## config.mk

```make
export PLATFORM = sky130hd
export DESIGN_NAME = nbr_qtable_engine_flat
export DESIGN_NICKNAME = d
export VERILOG_FILES = /design/src/rtl/eerrl_pkg.sv /design/src/rtl/nbr_qtable_engine_if.sv /design/src/rtl/nbr_entry_regfile.sv /design/src/rtl/nbr_qtable_engine.sv /design/src/flat_wrapper.sv
export SDC_FILE = /design/constraint.sdc
export NUM_CORES = 1
export LEC_CHECK = 0
export ABC_CLOCK_PERIOD_IN_PS = 16900
export BUFFER_PORTS_ARGS = -buffer_cell sky130_fd_sc_hd__buf_2
export CAP_MARGIN = 20
export CELL_PAD_IN_SITES_DETAIL_PLACEMENT = 1
export CELL_PAD_IN_SITES_GLOBAL_PLACEMENT = 2
export CORE_MARGIN = 2
export CORE_UTILIZATION = 52
export DETAILED_ROUTE_END_ITERATION = 10
export GPL_TIMING_DRIVEN = 1
export PLACE_DENSITY_LB_ADDON = 0.1
export SYNTH_ARGS = -nofsm -noshare
export SYNTH_HDL_FRONTEND = slang
export SYNTH_SLANG_ARGS = --single-unit
export TNS_END_PERCENT = 100
```

## constraint.sdc

```tcl
create_clock -name clk -period 16.9 [get_ports clk]
set_clock_uncertainty 0.1 [all_clocks]
set_input_delay 3.38 -clock clk [delete_from_list [all_inputs] [get_ports clk]]
set_output_delay 3.38 -clock clk [all_outputs]
set_load 0.02 [all_outputs]
```

## src/rtl/eerrl_pkg.sv

```systemverilog
// Shared EER-RL node definitions: packet types, engine state encoding, default widths.
package eerrl_pkg;

    localparam int unsigned WORD_WIDTH_DEF = 16;
    localparam int unsigned PKT_W_DEF      = 3;
    localparam int unsigned STATE_W        = 3;

    localparam logic [2:0] PKT_HELLO  = 3'b001;
    localparam logic [2:0] PKT_CH_ANN = 3'b010;
    localparam logic [2:0] PKT_DATA   = 3'b101;

    typedef logic [STATE_W-1:0] state_t;

    localparam logic [2:0] S_IDLE     = 3'd0;
    localparam logic [2:0] S_SCAN     = 3'd1;
    localparam logic [2:0] S_WRITE    = 3'd2;
    localparam logic [2:0] S_CH_SCAN  = 3'd3;
    localparam logic [2:0] S_CH_WRITE = 3'd4;
    localparam logic [2:0] S_BEST     = 3'd5;
    localparam logic [2:0] S_DONE     = 3'd6;

endpackage

```

## src/rtl/nbr_qtable_engine_if.sv

```systemverilog
// Packet/command, status and debug-readout bundle of the neighbour/Q-table engine.
interface nbr_qtable_engine_if
    import eerrl_pkg::*;
#(
    parameter int unsigned WORD_WIDTH = WORD_WIDTH_DEF,
    parameter int unsigned NBR_DEPTH  = 16,
    parameter int unsigned CH_DEPTH   = 8,
    parameter int unsigned PKT_W      = PKT_W_DEF
);
    localparam int unsigned IW  = $clog2(NBR_DEPTH);
    localparam int unsigned CW  = $clog2(NBR_DEPTH + 1);
    localparam int unsigned CCW = $clog2(CH_DEPTH + 1);

    logic                  en;
    logic                  clr;
    logic [WORD_WIDTH-1:0] f_source_id;
    logic [WORD_WIDTH-1:0] f_cluster_id;
    logic [WORD_WIDTH-1:0] f_energy;
    logic [WORD_WIDTH-1:0] f_qvalue;
    logic [PKT_W-1:0]      f_pkt_type;
    logic                  busy;
    logic                  done;
    logic                  hit;
    logic                  dropped;
    logic [CW-1:0]         nbr_count;
    logic [CCW-1:0]        ch_count;
    logic                  best_valid;
    logic [WORD_WIDTH-1:0] best_id;
    logic [WORD_WIDTH-1:0] best_q;
    logic [IW-1:0]         rd_index;
    logic [WORD_WIDTH-1:0] rd_id;
    logic [WORD_WIDTH-1:0] rd_cluster;
    logic [WORD_WIDTH-1:0] rd_energy;
    logic [WORD_WIDTH-1:0] rd_qvalue;

    modport master (
        output en, clr, f_source_id, f_cluster_id, f_energy, f_qvalue, f_pkt_type, rd_index,
        input  busy, done, hit, dropped, nbr_count, ch_count, best_valid, best_id, best_q,
               rd_id, rd_cluster, rd_energy, rd_qvalue
    );

    modport slave (
        input  en, clr, f_source_id, f_cluster_id, f_energy, f_qvalue, f_pkt_type, rd_index,
        output busy, done, hit, dropped, nbr_count, ch_count, best_valid, best_id, best_q,
               rd_id, rd_cluster, rd_energy, rd_qvalue
    );

endinterface

```

## src/rtl/nbr_entry_regfile.sv

```systemverilog
// Neighbour entry storage: id/cluster/energy/Q per slot, one write port,
// combinational scan (id, Q) and debug (all fields) read ports.
module nbr_entry_regfile
    import eerrl_pkg::*;
#(
    parameter int unsigned WORD_WIDTH = WORD_WIDTH_DEF,
    parameter int unsigned DEPTH      = 16,
    parameter int unsigned IW         = $clog2(DEPTH)
) (
    input  logic                  clk,
    input  logic                  we_i,
    input  logic [IW-1:0]         wr_idx_i,
    input  logic [WORD_WIDTH-1:0] wr_id_i,
    input  logic [WORD_WIDTH-1:0] wr_cluster_i,
    input  logic [WORD_WIDTH-1:0] wr_energy_i,
    input  logic [WORD_WIDTH-1:0] wr_qvalue_i,
    input  logic [IW-1:0]         scan_idx_i,
    output logic [WORD_WIDTH-1:0] scan_id_o,
    output logic [WORD_WIDTH-1:0] scan_qvalue_o,
    input  logic [IW-1:0]         rd_idx_i,
    output logic [WORD_WIDTH-1:0] rd_id_o,
    output logic [WORD_WIDTH-1:0] rd_cluster_o,
    output logic [WORD_WIDTH-1:0] rd_energy_o,
    output logic [WORD_WIDTH-1:0] rd_qvalue_o
);
    logic [WORD_WIDTH-1:0] id_q      [DEPTH];
    logic [WORD_WIDTH-1:0] cluster_q [DEPTH];
    logic [WORD_WIDTH-1:0] energy_q  [DEPTH];
    logic [WORD_WIDTH-1:0] qvalue_q  [DEPTH];

    // Contents are left unreset; validity is tracked by the owner's entry count.
    always_ff @(posedge clk) begin
        if (we_i) begin
            id_q[wr_idx_i]      <= wr_id_i;
            cluster_q[wr_idx_i] <= wr_cluster_i;
            energy_q[wr_idx_i]  <= wr_energy_i;
            qvalue_q[wr_idx_i]  <= wr_qvalue_i;
        end
    end

    assign scan_id_o     = id_q[scan_idx_i];
    assign scan_qvalue_o = qvalue_q[scan_idx_i];
    assign rd_id_o       = id_q[rd_idx_i];
    assign rd_cluster_o  = cluster_q[rd_idx_i];
    assign rd_energy_o   = energy_q[rd_idx_i];
    assign rd_qvalue_o   = qvalue_q[rd_idx_i];

endmodule

```

## src/rtl/nbr_qtable_engine.sv

```systemverilog
// Neighbour/Q-table update engine: per packet, match-or-append the sender, track
// known cluster heads, then rescan the table to publish the best-Q next hop.
module nbr_qtable_engine
    import eerrl_pkg::*;
#(
    parameter int unsigned WORD_WIDTH = WORD_WIDTH_DEF,
    parameter int unsigned NBR_DEPTH  = 16,
    parameter int unsigned CH_DEPTH   = 8,
    parameter int unsigned PKT_W      = PKT_W_DEF
) (
    input logic                clk,
    input logic                nrst,
    nbr_qtable_engine_if.slave bus
);
    localparam int unsigned IW  = $clog2(NBR_DEPTH);
    localparam int unsigned CW  = $clog2(NBR_DEPTH + 1);
    localparam int unsigned CIW = $clog2(CH_DEPTH);
    localparam int unsigned CCW = $clog2(CH_DEPTH + 1);

    state_t                state_q, state_d;
    logic [IW-1:0]         idx_q, idx_d;
    logic [IW-1:0]         wr_idx_q, wr_idx_d;
    logic [CIW-1:0]        ch_idx_q, ch_idx_d;
    logic [WORD_WIDTH-1:0] src_q, src_d;
    logic [WORD_WIDTH-1:0] cl_q, cl_d;
    logic [WORD_WIDTH-1:0] eng_q, eng_d;
    logic [WORD_WIDTH-1:0] qv_q, qv_d;
    logic [PKT_W-1:0]      typ_q, typ_d;
    logic                  hit_q, hit_d;
    logic                  dropped_q, dropped_d;
    logic [CW-1:0]         nbr_count_q, nbr_count_d;
    logic [CCW-1:0]        ch_count_q, ch_count_d;
    logic [WORD_WIDTH-1:0] cand_id_q, cand_id_d;
    logic [WORD_WIDTH-1:0] cand_q_q, cand_q_d;
    logic                  best_valid_q, best_valid_d;
    logic [WORD_WIDTH-1:0] best_id_q, best_id_d;
    logic [WORD_WIDTH-1:0] best_q_q, best_q_d;
    logic                  done_q, done_d;
    logic                  busy_q, busy_d;

    logic [WORD_WIDTH-1:0] ch_list_q [CH_DEPTH];

    logic                  wr_en_c;
    logic                  ch_we_c;
    logic                  ch_fin_c;
    logic                  table_type_c;
    logic                  is_ch_c;
    logic                  rd_valid_c;
    logic [WORD_WIDTH-1:0] scan_id_c;
    logic [WORD_WIDTH-1:0] scan_q_c;
    logic [WORD_WIDTH-1:0] rf_id_c;
    logic [WORD_WIDTH-1:0] rf_cluster_c;
    logic [WORD_WIDTH-1:0] rf_energy_c;
    logic [WORD_WIDTH-1:0] rf_qvalue_c;

    nbr_entry_regfile #(
        .WORD_WIDTH (WORD_WIDTH),
        .DEPTH      (NBR_DEPTH),
        .IW         (IW)
    ) u_regfile (
        .clk           (clk),
        .we_i          (wr_en_c),
        .wr_idx_i      (wr_idx_q),
        .wr_id_i       (src_q),
        .wr_cluster_i  (cl_q),
        .wr_energy_i   (eng_q),
        .wr_qvalue_i   (qv_q),
        .scan_idx_i    (idx_q),
        .scan_id_o     (scan_id_c),
        .scan_qvalue_o (scan_q_c),
        .rd_idx_i      (bus.rd_index),
        .rd_id_o       (rf_id_c),
        .rd_cluster_o  (rf_cluster_c),
        .rd_energy_o   (rf_energy_c),
        .rd_qvalue_o   (rf_qvalue_c)
    );

    assign table_type_c = (bus.f_pkt_type == PKT_W'(PKT_HELLO))
                       || (bus.f_pkt_type == PKT_W'(PKT_CH_ANN))
                       || (bus.f_pkt_type == PKT_W'(PKT_DATA));
    assign is_ch_c      = (typ_q == PKT_W'(PKT_CH_ANN));

    // Next-state and datapath control.
    always_comb begin
        state_d      = state_q;
        idx_d        = idx_q;
        wr_idx_d     = wr_idx_q;
        ch_idx_d     = ch_idx_q;
        src_d        = src_q;
        cl_d         = cl_q;
        eng_d        = eng_q;
        qv_d         = qv_q;
        typ_d        = typ_q;
        hit_d        = hit_q;
        dropped_d    = dropped_q;
        nbr_count_d  = nbr_count_q;
        ch_count_d   = ch_count_q;
        cand_id_d    = cand_id_q;
        cand_q_d     = cand_q_q;
        best_valid_d = best_valid_q;
        best_id_d    = best_id_q;
        best_q_d     = best_q_q;
        done_d       = 1'b0;
        wr_en_c      = 1'b0;
        ch_we_c      = 1'b0;
        ch_fin_c     = 1'b0;

        case (state_q)
            S_IDLE: begin
                if (bus.en) begin
                    src_d     = bus.f_source_id;
                    cl_d      = bus.f_cluster_id;
                    eng_d     = bus.f_energy;
                    qv_d      = bus.f_qvalue;
                    typ_d     = bus.f_pkt_type;
                    hit_d     = 1'b0;
                    dropped_d = 1'b0;
                    idx_d     = '0;
                    state_d   = table_type_c ? S_SCAN : S_DONE;
                end else if (bus.clr) begin
                    nbr_count_d  = '0;
                    ch_count_d   = '0;
                    best_valid_d = 1'b0;
                end
            end
            S_SCAN: begin
                if ((nbr_count_q != '0) && (scan_id_c == src_q)) begin
                    hit_d    = 1'b1;
                    wr_idx_d = idx_q;
                    state_d  = S_WRITE;
                end else if ((nbr_count_q == '0) || (CW'(idx_q) + CW'(1) == nbr_count_q)) begin
                    if (nbr_count_q < CW'(NBR_DEPTH)) begin
                        wr_idx_d = IW'(nbr_count_q);
                        state_d  = S_WRITE;
                    end else begin
                        // Table full: the sender is dropped and the best hop stays as published.
                        dropped_d = 1'b1;
                        ch_idx_d  = '0;
                        state_d   = is_ch_c ? S_CH_SCAN : S_DONE;
                    end
                end else begin
                    idx_d = idx_q + IW'(1);
                end
            end
            S_WRITE: begin
                wr_en_c = 1'b1;
                if (!hit_q) begin
                    nbr_count_d = nbr_count_q + CW'(1);
                end
                idx_d    = '0;
                ch_idx_d = '0;
                state_d  = is_ch_c ? S_CH_SCAN : S_BEST;
            end
            S_CH_SCAN: begin
                if ((ch_count_q != '0) && (ch_list_q[ch_idx_q] == src_q)) begin
                    ch_fin_c = 1'b1;
                end else if ((ch_count_q == '0) || (CCW'(ch_idx_q) + CCW'(1) == ch_count_q)) begin
                    if (ch_count_q < CCW'(CH_DEPTH)) begin
                        state_d = S_CH_WRITE;
                    end else begin
                        ch_fin_c = 1'b1;
                    end
                end else begin
                    ch_idx_d = ch_idx_q + CIW'(1);
                end
            end
            S_CH_WRITE: begin
                ch_we_c    = 1'b1;
                ch_count_d = ch_count_q + CCW'(1);
                ch_fin_c   = 1'b1;
            end
            S_BEST: begin
                // Strict greater-than keeps the lowest index on equal Q.
                if ((idx_q == '0) || (scan_q_c > cand_q_q)) begin
                    cand_id_d = scan_id_c;
                    cand_q_d  = scan_q_c;
                end
                if (CW'(idx_q) + CW'(1) == nbr_count_q) begin
                    best_valid_d = 1'b1;
                    best_id_d    = cand_id_d;
                    best_q_d     = cand_q_d;
                    state_d      = S_DONE;
                end else begin
                    idx_d = idx_q + IW'(1);
                end
            end
            S_DONE: begin
                done_d  = 1'b1;
                state_d = S_IDLE;
            end
            default: begin
                state_d = S_IDLE;
            end
        endcase

        if (ch_fin_c) begin
            idx_d   = '0;
            state_d = dropped_q ? S_DONE : S_BEST;
        end

        busy_d = (state_d != S_IDLE);
    end

    always_ff @(posedge clk or negedge nrst) begin
        if (!nrst) begin
            state_q      <= S_IDLE;
            idx_q        <= '0;
            wr_idx_q     <= '0;
            ch_idx_q     <= '0;
            src_q        <= '0;
            cl_q         <= '0;
            eng_q        <= '0;
            qv_q         <= '0;
            typ_q        <= '0;
            hit_q        <= 1'b0;
            dropped_q    <= 1'b0;
            nbr_count_q  <= '0;
            ch_count_q   <= '0;
            cand_id_q    <= '0;
            cand_q_q     <= '0;
            best_valid_q <= 1'b0;
            best_id_q    <= '0;
            best_q_q     <= '0;
            done_q       <= 1'b0;
            busy_q       <= 1'b0;
        end else begin
            state_q      <= state_d;
            idx_q        <= idx_d;
            wr_idx_q     <= wr_idx_d;
            ch_idx_q     <= ch_idx_d;
            src_q        <= src_d;
            cl_q         <= cl_d;
            eng_q        <= eng_d;
            qv_q         <= qv_d;
            typ_q        <= typ_d;
            hit_q        <= hit_d;
            dropped_q    <= dropped_d;
            nbr_count_q  <= nbr_count_d;
            ch_count_q   <= ch_count_d;
            cand_id_q    <= cand_id_d;
            cand_q_q     <= cand_q_d;
            best_valid_q <= best_valid_d;
            best_id_q    <= best_id_d;
            best_q_q     <= best_q_d;
            done_q       <= done_d;
            busy_q       <= busy_d;
        end
    end

    // Known-CH list storage, masked by ch_count.
    always_ff @(posedge clk) begin
        if (ch_we_c) begin
            ch_list_q[CIW'(ch_count_q)] <= src_q;
        end
    end

    assign rd_valid_c = (CW'(bus.rd_index) < nbr_count_q);

    assign bus.busy       = busy_q;
    assign bus.done       = done_q;
    assign bus.hit        = hit_q;
    assign bus.dropped    = dropped_q;
    assign bus.nbr_count  = nbr_count_q;
    assign bus.ch_count   = ch_count_q;
    assign bus.best_valid = best_valid_q;
    assign bus.best_id    = best_id_q;
    assign bus.best_q     = best_q_q;
    assign bus.rd_id      = rd_valid_c ? rf_id_c      : '0;
    assign bus.rd_cluster = rd_valid_c ? rf_cluster_c : '0;
    assign bus.rd_energy  = rd_valid_c ? rf_energy_c  : '0;
    assign bus.rd_qvalue  = rd_valid_c ? rf_qvalue_c  : '0;

endmodule

```

## src/flat_wrapper.sv

```systemverilog
// flat-port wrapper written by rule: the top's interface ports become plain ports
module nbr_qtable_engine_flat import eerrl_pkg::*;
#(
    parameter int unsigned WORD_WIDTH = WORD_WIDTH_DEF,
    parameter int unsigned NBR_DEPTH  = 16,
    parameter int unsigned CH_DEPTH   = 8,
    parameter int unsigned PKT_W      = PKT_W_DEF
)
  (clk, nrst, bus_en, bus_clr, bus_f_source_id, bus_f_cluster_id, bus_f_energy, bus_f_qvalue, bus_f_pkt_type, bus_rd_index, bus_busy, bus_done, bus_hit, bus_dropped, bus_nbr_count, bus_ch_count, bus_best_valid, bus_best_id, bus_best_q, bus_rd_id, bus_rd_cluster, bus_rd_energy, bus_rd_qvalue);
  nbr_qtable_engine_if #(.WORD_WIDTH(WORD_WIDTH), .NBR_DEPTH(NBR_DEPTH), .CH_DEPTH(CH_DEPTH), .PKT_W(PKT_W)) bus_i ();
  input logic clk;
  input logic nrst;
  input wire logic [$bits(bus_i.en)-1:0] bus_en;
  input wire logic [$bits(bus_i.clr)-1:0] bus_clr;
  input wire logic [$bits(bus_i.f_source_id)-1:0] bus_f_source_id;
  input wire logic [$bits(bus_i.f_cluster_id)-1:0] bus_f_cluster_id;
  input wire logic [$bits(bus_i.f_energy)-1:0] bus_f_energy;
  input wire logic [$bits(bus_i.f_qvalue)-1:0] bus_f_qvalue;
  input wire logic [$bits(bus_i.f_pkt_type)-1:0] bus_f_pkt_type;
  input wire logic [$bits(bus_i.rd_index)-1:0] bus_rd_index;
  output wire logic [$bits(bus_i.busy)-1:0] bus_busy;
  output wire logic [$bits(bus_i.done)-1:0] bus_done;
  output wire logic [$bits(bus_i.hit)-1:0] bus_hit;
  output wire logic [$bits(bus_i.dropped)-1:0] bus_dropped;
  output wire logic [$bits(bus_i.nbr_count)-1:0] bus_nbr_count;
  output wire logic [$bits(bus_i.ch_count)-1:0] bus_ch_count;
  output wire logic [$bits(bus_i.best_valid)-1:0] bus_best_valid;
  output wire logic [$bits(bus_i.best_id)-1:0] bus_best_id;
  output wire logic [$bits(bus_i.best_q)-1:0] bus_best_q;
  output wire logic [$bits(bus_i.rd_id)-1:0] bus_rd_id;
  output wire logic [$bits(bus_i.rd_cluster)-1:0] bus_rd_cluster;
  output wire logic [$bits(bus_i.rd_energy)-1:0] bus_rd_energy;
  output wire logic [$bits(bus_i.rd_qvalue)-1:0] bus_rd_qvalue;
  assign bus_i.en = bus_en;
  assign bus_i.clr = bus_clr;
  assign bus_i.f_source_id = bus_f_source_id;
  assign bus_i.f_cluster_id = bus_f_cluster_id;
  assign bus_i.f_energy = bus_f_energy;
  assign bus_i.f_qvalue = bus_f_qvalue;
  assign bus_i.f_pkt_type = bus_f_pkt_type;
  assign bus_i.rd_index = bus_rd_index;
  assign bus_busy = bus_i.busy;
  assign bus_done = bus_i.done;
  assign bus_hit = bus_i.hit;
  assign bus_dropped = bus_i.dropped;
  assign bus_nbr_count = bus_i.nbr_count;
  assign bus_ch_count = bus_i.ch_count;
  assign bus_best_valid = bus_i.best_valid;
  assign bus_best_id = bus_i.best_id;
  assign bus_best_q = bus_i.best_q;
  assign bus_rd_id = bus_i.rd_id;
  assign bus_rd_cluster = bus_i.rd_cluster;
  assign bus_rd_energy = bus_i.rd_energy;
  assign bus_rd_qvalue = bus_i.rd_qvalue;
  nbr_qtable_engine #(.WORD_WIDTH(WORD_WIDTH), .NBR_DEPTH(NBR_DEPTH), .CH_DEPTH(CH_DEPTH), .PKT_W(PKT_W)) u_core (.clk(clk), .nrst(nrst), .bus(bus_i));
endmodule
```

; ---- Word-level counts from Yosys, hierarchy flattened
; Memories as Yosys holds them, arrays and structs flattened.
; Index checks and enable logic that the tools add are counted.
; Widths: inputs -> output; s select.
[op_classes]
mux = 64
addsub = 6
reduce_logical = 32
eq_ne = 29
magnitude_cmp = 4
[ops]
columns = operator, n
row1 = $mux 16, 6
row2 = $mux 3, 17
row3 = $mux 4, 10
row4 = $eq 16x16->1, 2
row5 = $mux 1, 18
row6 = $pmux 3 s6, 1
row7 = $gt 16x16->1, 1
row8 = $ne 2x2->1 const B, 8
row9 = $pmux 4 s4, 1
row10 = $mux 5, 3
row11 = $eq 3x2->1 const B, 4
row12 = $eq 3x3->1 const B, 4
row13 = $ne 3x2->1 const B, 4
row14 = $reduce_bool 2->1, 6
row15 = $pmux 5 s2, 1
row16 = $reduce_and 5->1, 2
row17 = $reduce_bool 5->1, 2
row18 = $pmux 3 s3, 1
row19 = $reduce_and 3->1, 3
row20 = $add 4x1->4 const B, 2
row21 = $logic_not 4->1, 2
row22 = $pmux 1 s2, 4
row23 = $pmux 4 s2, 1
row24 = $reduce_and 4->1, 2
row25 = 20 further kinds, 30
[word_totals]
inputBits = 75
mem_count = 5
mem_bits_rw = 1152
register_bits = 159
out_inout_bits = 110
[memory_table]
columns = name, depth, word_bits, read_ports, rd_ports_with_merged_regs, write_ports, line
row1 = u_core.u_regfile.cluster_q, 16, 16, 1, 0, 1, nbr_entry_regfile.sv:27  ; logic [WORD_WIDTH-1:0] cluster_q [DEPTH];
row2 = u_core.u_regfile.energy_q, 16, 16, 1, 0, 1, nbr_entry_regfile.sv:28  ; logic [WORD_WIDTH-1:0] energy_q [DEPTH];
row3 = u_core.u_regfile.id_q, 16, 16, 2, 0, 1, nbr_entry_regfile.sv:26  ; logic [WORD_WIDTH-1:0] id_q [DEPTH];
row4 = u_core.u_regfile.qvalue_q, 16, 16, 2, 0, 1, nbr_entry_regfile.sv:29  ; logic [WORD_WIDTH-1:0] qvalue_q [DEPTH];
row5 = u_core.ch_list_q, 8, 16, 1, 0, 1, nbr_qtable_engine.sv:41  ; logic [WORD_WIDTH-1:0] ch_list_q [CH_DEPTH];

; ---- Logic depth before layout (Yosys ltp)
[depth]
ltp_word = 8
ltp_mapped = 20
mapped_depth_nobuf = 13

; ---- Hierarchy
; A second synthesis with hierarchy kept.
[hier_totals]
cells_unflattened = 2893
hier_area_um2 = 55245.5
[by_module_without_submodules]
columns = module, area_per_inst_um2, instances, cells_per_inst
row1 = nbr_entry_regfile, 41984.0, 1, 1854
row2 = nbr_qtable_engine, 13261.5, 1, 1039

; ---- Worst setup path after synthesis
; No wires, ideal clock.
[synth_path]
kind = input to output
startpoint = input port bus_rd_index[0]
endpoint = output port bus_rd_cluster[0]
required_time_ps = 13420
arrival_ps = 5735
stages = 6
path_slack_ps = 7685
n_path_buf = 3
path_cell_list = clkbuf_1 > buf_1 > buf_1 > mux4_2 > mux4_2 > nor2b_1
[synth_between]
elab_chain_len = 2
elab_cells_between_ends = 3
cone_classes = order compare: 1 / mux: 1 / memory: 1
[synth_lines]
columns = item, line
row1 = from (decl), flat_wrapper.sv:20  ; input wire logic [$bits(bus_i.rd_index)-1:0] bus_rd_index;
row2 = $mem_v2 16x16 / $lt 4x5->1 (equally long branches), n/a
row3 = $mux 16 (*), nbr_qtable_engine.sv:269  ; assign bus.rd_cluster = rd_valid_c ? rf_cluster_c : '0;
row4 = to (decl), flat_wrapper.sv:31  ; output wire logic [$bits(bus_i.rd_cluster)-1:0] bus_rd_cluster;
; Mark *: on every way between the ends. The rest lies on a longest branch, timed or not.

; ---- Final worst setup path
[layout_path]
startpoint = input port bus_rd_index[0]
endpoint = output port bus_rd_id[10]
[layout_between]
elab_chain_len = 2
elab_cells_between_ends = 3
cone_classes = order compare: 1 / mux: 1 / memory: 1
[layout_lines]
columns = item, line
row1 = $mem_v2 16x16 / $lt 4x5->1 (equally long branches), n/a
row2 = $mux 16 (*), nbr_qtable_engine.sv:268  ; assign bus.rd_id = rd_valid_c ? rf_id_c : '0;
row3 = to (decl), flat_wrapper.sv:30  ; output wire logic [$bits(bus_i.rd_id)-1:0] bus_rd_id;
; Marks and branches as above.

==> flow_summary_export.csv <==
group,metric,value,unit
synth,synth_edf_count,1152,
finish,fin_util,59.3,%
power_and_ir_drop,ir_drop,0.119,mV
floorplanning,die_area,110000,µm²
worst_setup_path,required,13.42,ns
finish,antenna_cells,0,
synth,synthTopCellsByArea,"edfxtp_1, mux4_2, dfrtp_1",
finish,nets,3266,
clock_network,cts_tree,"yes",
worst_setup_path,crit_family,"buffers and inverters",
global_route,grt_max_degree,76,
clock_network,cts_num_sinks,1311,
synth,yosys.area.top_type,"edfxtp_1",
worst_setup_path,rrSetupSlack,11.19,ns
timing,hold_violations,0,
clock_network,cts_setup_buffers,0,
clock_network,cts_hold_buf,0,
power_and_ir_drop,power.density,159,nW/µm²
drt,dr.pass1.iters,5,
synth,synth_nets,3031,
timing,fin_setup_tns,0,ns
timing,period_share,63.3,%
floorplanning,chipHeight,332,µm
min_path,hp-class,"flip-flop to flip-flop",
clock_network,cts_root_buffer,"clkbuf_16",
drt,drtIter0Drc,3387,
timing,relSlewSlack,21.2,%
timing,worst_slew_pin_slew,1.17,ns
worst_setup_path,end_kind,"output port",
timing,slew_viol_final,0,
synth,synth_top_area_share,61.8,%
worst_setup_path,crit_path_top_delay_cell,"buf_4",
drt,via_per_inst,6.54,
synth,syn_avg_cell_area,19.1,µm²
worst_setup_path,crit_buf_inv,4,
synth,ys_types,70,
timing,rsz0062_at_grt,"false",
synth,synthCells,2930,
worst_setup_path,crit_chain,"buf_8 -> buf_4 -> buf_4 -> mux4_2 -> mux4_2 -> nor2b_1 -> buf_2",
drt,vias,30596,
worst_setup_path,max_stage_delay,0.90,ns
global_route,overflow,0,
finish,fillers,9192,
worst_setup_path,path_class,"input pin to output port",
synth,ys.flop_type,"edfxtp_1",
global_route,grt_pass1_vias,32694,
run_status,status,"finished clean",
worst_setup_path,cp_num_cells,7,
floorplanning,coreArea,107000,µm²
global_route,grt_use_total,28.4,%
synth,syn_area,56000,µm²
synth,async_flop_share,12.1,%
clock_network,cts.clk_slew.worst_paths,0.06,ns
drt,drt-total-wl,155000,µm
drt,ant_nets,0,
synth,yosysSeqAreaShare,68.9,%
timing,fmax,93.5,MHz
drt,drcViolationCount,0,
placement,portBuffers,184,
clock_network,clockBufferDepth,3,
finish,syn_to_final_growth,13.2,%
clock_network,cts-resized-gates,0,
worst_setup_path,cp_data_arrival_time,7.22,ns
timing,finalCriticalPeriod,10.70,ns
global_route,grt_pass1_wl,226000,µm
clock_network,h-tree-depth,4,
synth,ys_warn_count,0,
floorplanning,rows,120,
job,drv_cap,0,
min_path,whs_path_depth,2,
placement,dpl.hpwl,85700,µm
power_and_ir_drop,p_leak,21.6,nW
clock_network,clk_latency,0.76,ns
global_route,antenna_found_initial,4,
finish,drive_above_1_share,31.8,%
timing,setup_viol,0,
clock_network,cts_buffers,140,
floorplanning,chipWidth,332,µm
worst_setup_path,ff2ff_path_depth,11,
placement,gp_congestion,0.808,
floorplanning,start_util,52.4,%
worst_setup_path,worst_setup_path_start_kind,"input pin",
synth,ys_ff_latch,1311,
drt,wl_per_cell,33.1,µm
floorplanning,io-pin-count,185,
worst_setup_path,critPathMaxFanout,52,
==> layout by cell type, fill, tap and decap left out, types with 16 or more instances in the layout <==
| cell type | synthesis | final |
|---|---|---|
| buf_2 | 14 | 180 |
| nand2b_1 | 17 | 17 |
| xnor2_1 | 21 | 21 |
| nor2_1 | 79 | 65 |
| dfrtp_1 | 159 | 154 |
| nor2b_1 | 79 | 79 |
| mux2_2 | 65 | 65 |
| inv_1 | 33 | 33 |
| a21oi_1 | 43 | 43 |
| ha_1 | 26 | 26 |
| a31oi_1 | 25 | 25 |
| o21ai_0 | 55 | 55 |
| nand2_1 | 242 | 241 |
| clkinv_1 | 0 | 17 |
| mux4_2 | 473 | 473 |
| clkbuf_1 | 119 | 45 |
| mux2i_1 | 60 | 60 |
| clkbuf_16 | 0 | 143 |
| edfxtp_1 | 1152 | 1152 |
| nor3_1 | 23 | 16 |
| buf_4 | 6 | 80 |
==> per-stage QoR <==
step | power [mW] | hold WS [ns] | setup slack, ns | std cells | area, µm²
2_1_floorplan | 6.14 | 0.338 | 7.68 | 2930 | 56000
3_3_place_gp | 7.01 | 0.353 | 6.15 | 4418 | 58800
3_5_place_dp | 7.13 | 0.374 | 6.06 | 4420 | 58800
4_1_cts | 10.1 | 0.386 | 6.05 | 4675 | 63300
5_1_grt | 10.5 | 0.423 | 5.80 | 4681 | 63400
6_report | 10.1 | 0.387 | 6.20 | 4681 | 63400
==> cells by family (layout without fill, tap and decap cells) <==
| kind of cell | Yosys count | in the layout | share of synthesized area [%] |
|---|---|---|---|
| compound gates | 236 | 236 | 2.82 |
| xor+xnor | 36 | 36 | 0.563 |
| fa+ha+maj | 26 | 26 | 0.581 |
| buf+inv | 214 | 562 | 1.55 |
| flops | 1311 | 1311 | 68.9 |
| mux | 598 | 598 | 21.4 |
| simple gates | 509 | 509 | 4.24 |
==> report_power, final <==
part	switching, mW	leakage (nW)	internal, mW	total [mW]
logic	1.48	6.96	0.942	2.42
clock network	1.27	2.18	1.74	3.02
registers	0.471	12.4	4.19	4.67
==> synthesized netlist by cell type, types with 13 or more instances <==
cell,instances
edfxtp_1,1152
mux4_2,473
inv_1,33
nand2b_1,17
xnor2_1,21
buf_2,14
o21ai_0,55
dfrtp_1,159
nand4_1,13
nor2_1,79
a21oi_1,43
mux2_2,65
nor2b_1,79
o22ai_1,14
a31oi_1,25
nor3_1,23
buf_1,37
a22o_1,13
nand2_1,242
mux2i_1,60
clkbuf_1,119
xor2_1,15
ha_1,26
nand3_1,15
==> routing by layer <==
metal	up-vias	track usage (%)	wire length [µm]
met4	0	9.62	4600
met3	254	4.96	10700
met1	16581	39.6	63100
met2	1293	46.0	76400
li1	12468	-	-
met5	-	0	0
==> path summary, 6_finish.rpt <==
path,from,end
max,bus_rd_index[0],bus_rd_id[10]
min,u_core.bus.best_id[6],u_core.bus.best_id[6]
max reg2reg,u_core.idx_q[0],u_core.idx_q[0]
min reg2reg,u_core.bus.best_id[6],u_core.bus.best_id[6]
max in group asynchronous,nrst,u_core.idx_q[0]
min in group asynchronous,nrst,u_core.src_q[14]
==> sequential cells by signal, summed over array words and instances, names as in the netlist, 5 cells and up <==
name and count:
u_core.bus.best_id 16, u_core.bus.best_q 16, u_core.bus.nbr_count 5, u_core.cand_id_q 16
u_core.cand_q_q 16, u_core.ch_list_q 128, u_core.cl_q 16, u_core.eng_q 16
u_core.qv_q 16, u_core.src_q 16, u_core.u_regfile.cluster_q 256, u_core.u_regfile.energy_q 256
u_core.u_regfile.id_q 256, u_core.u_regfile.qvalue_q 256
==> final cells by class <==
cell class | count | area, µm² | share of cell area [%]
sequential | 1311 | 38600 | 60.9
tap | 1403 | 1760 | 2.77
clock inverter | 55 | 558 | 0.880
inverter | 35 | 131 | 0.207
timing repair buffer | 272 | 1730 | 2.72
multi-input combinational | 1405 | 16700 | 26.4
clock buffer | 200 | 3910 | 6.17
==> worst min-delay path, cell delays in order, from the launching register on <==
cell     delay, ns
dfrtp_1       0.34
nand2_1       0.05
o21ai_0       0.06
No activity file was read; power rests on OpenSTA's default activity.
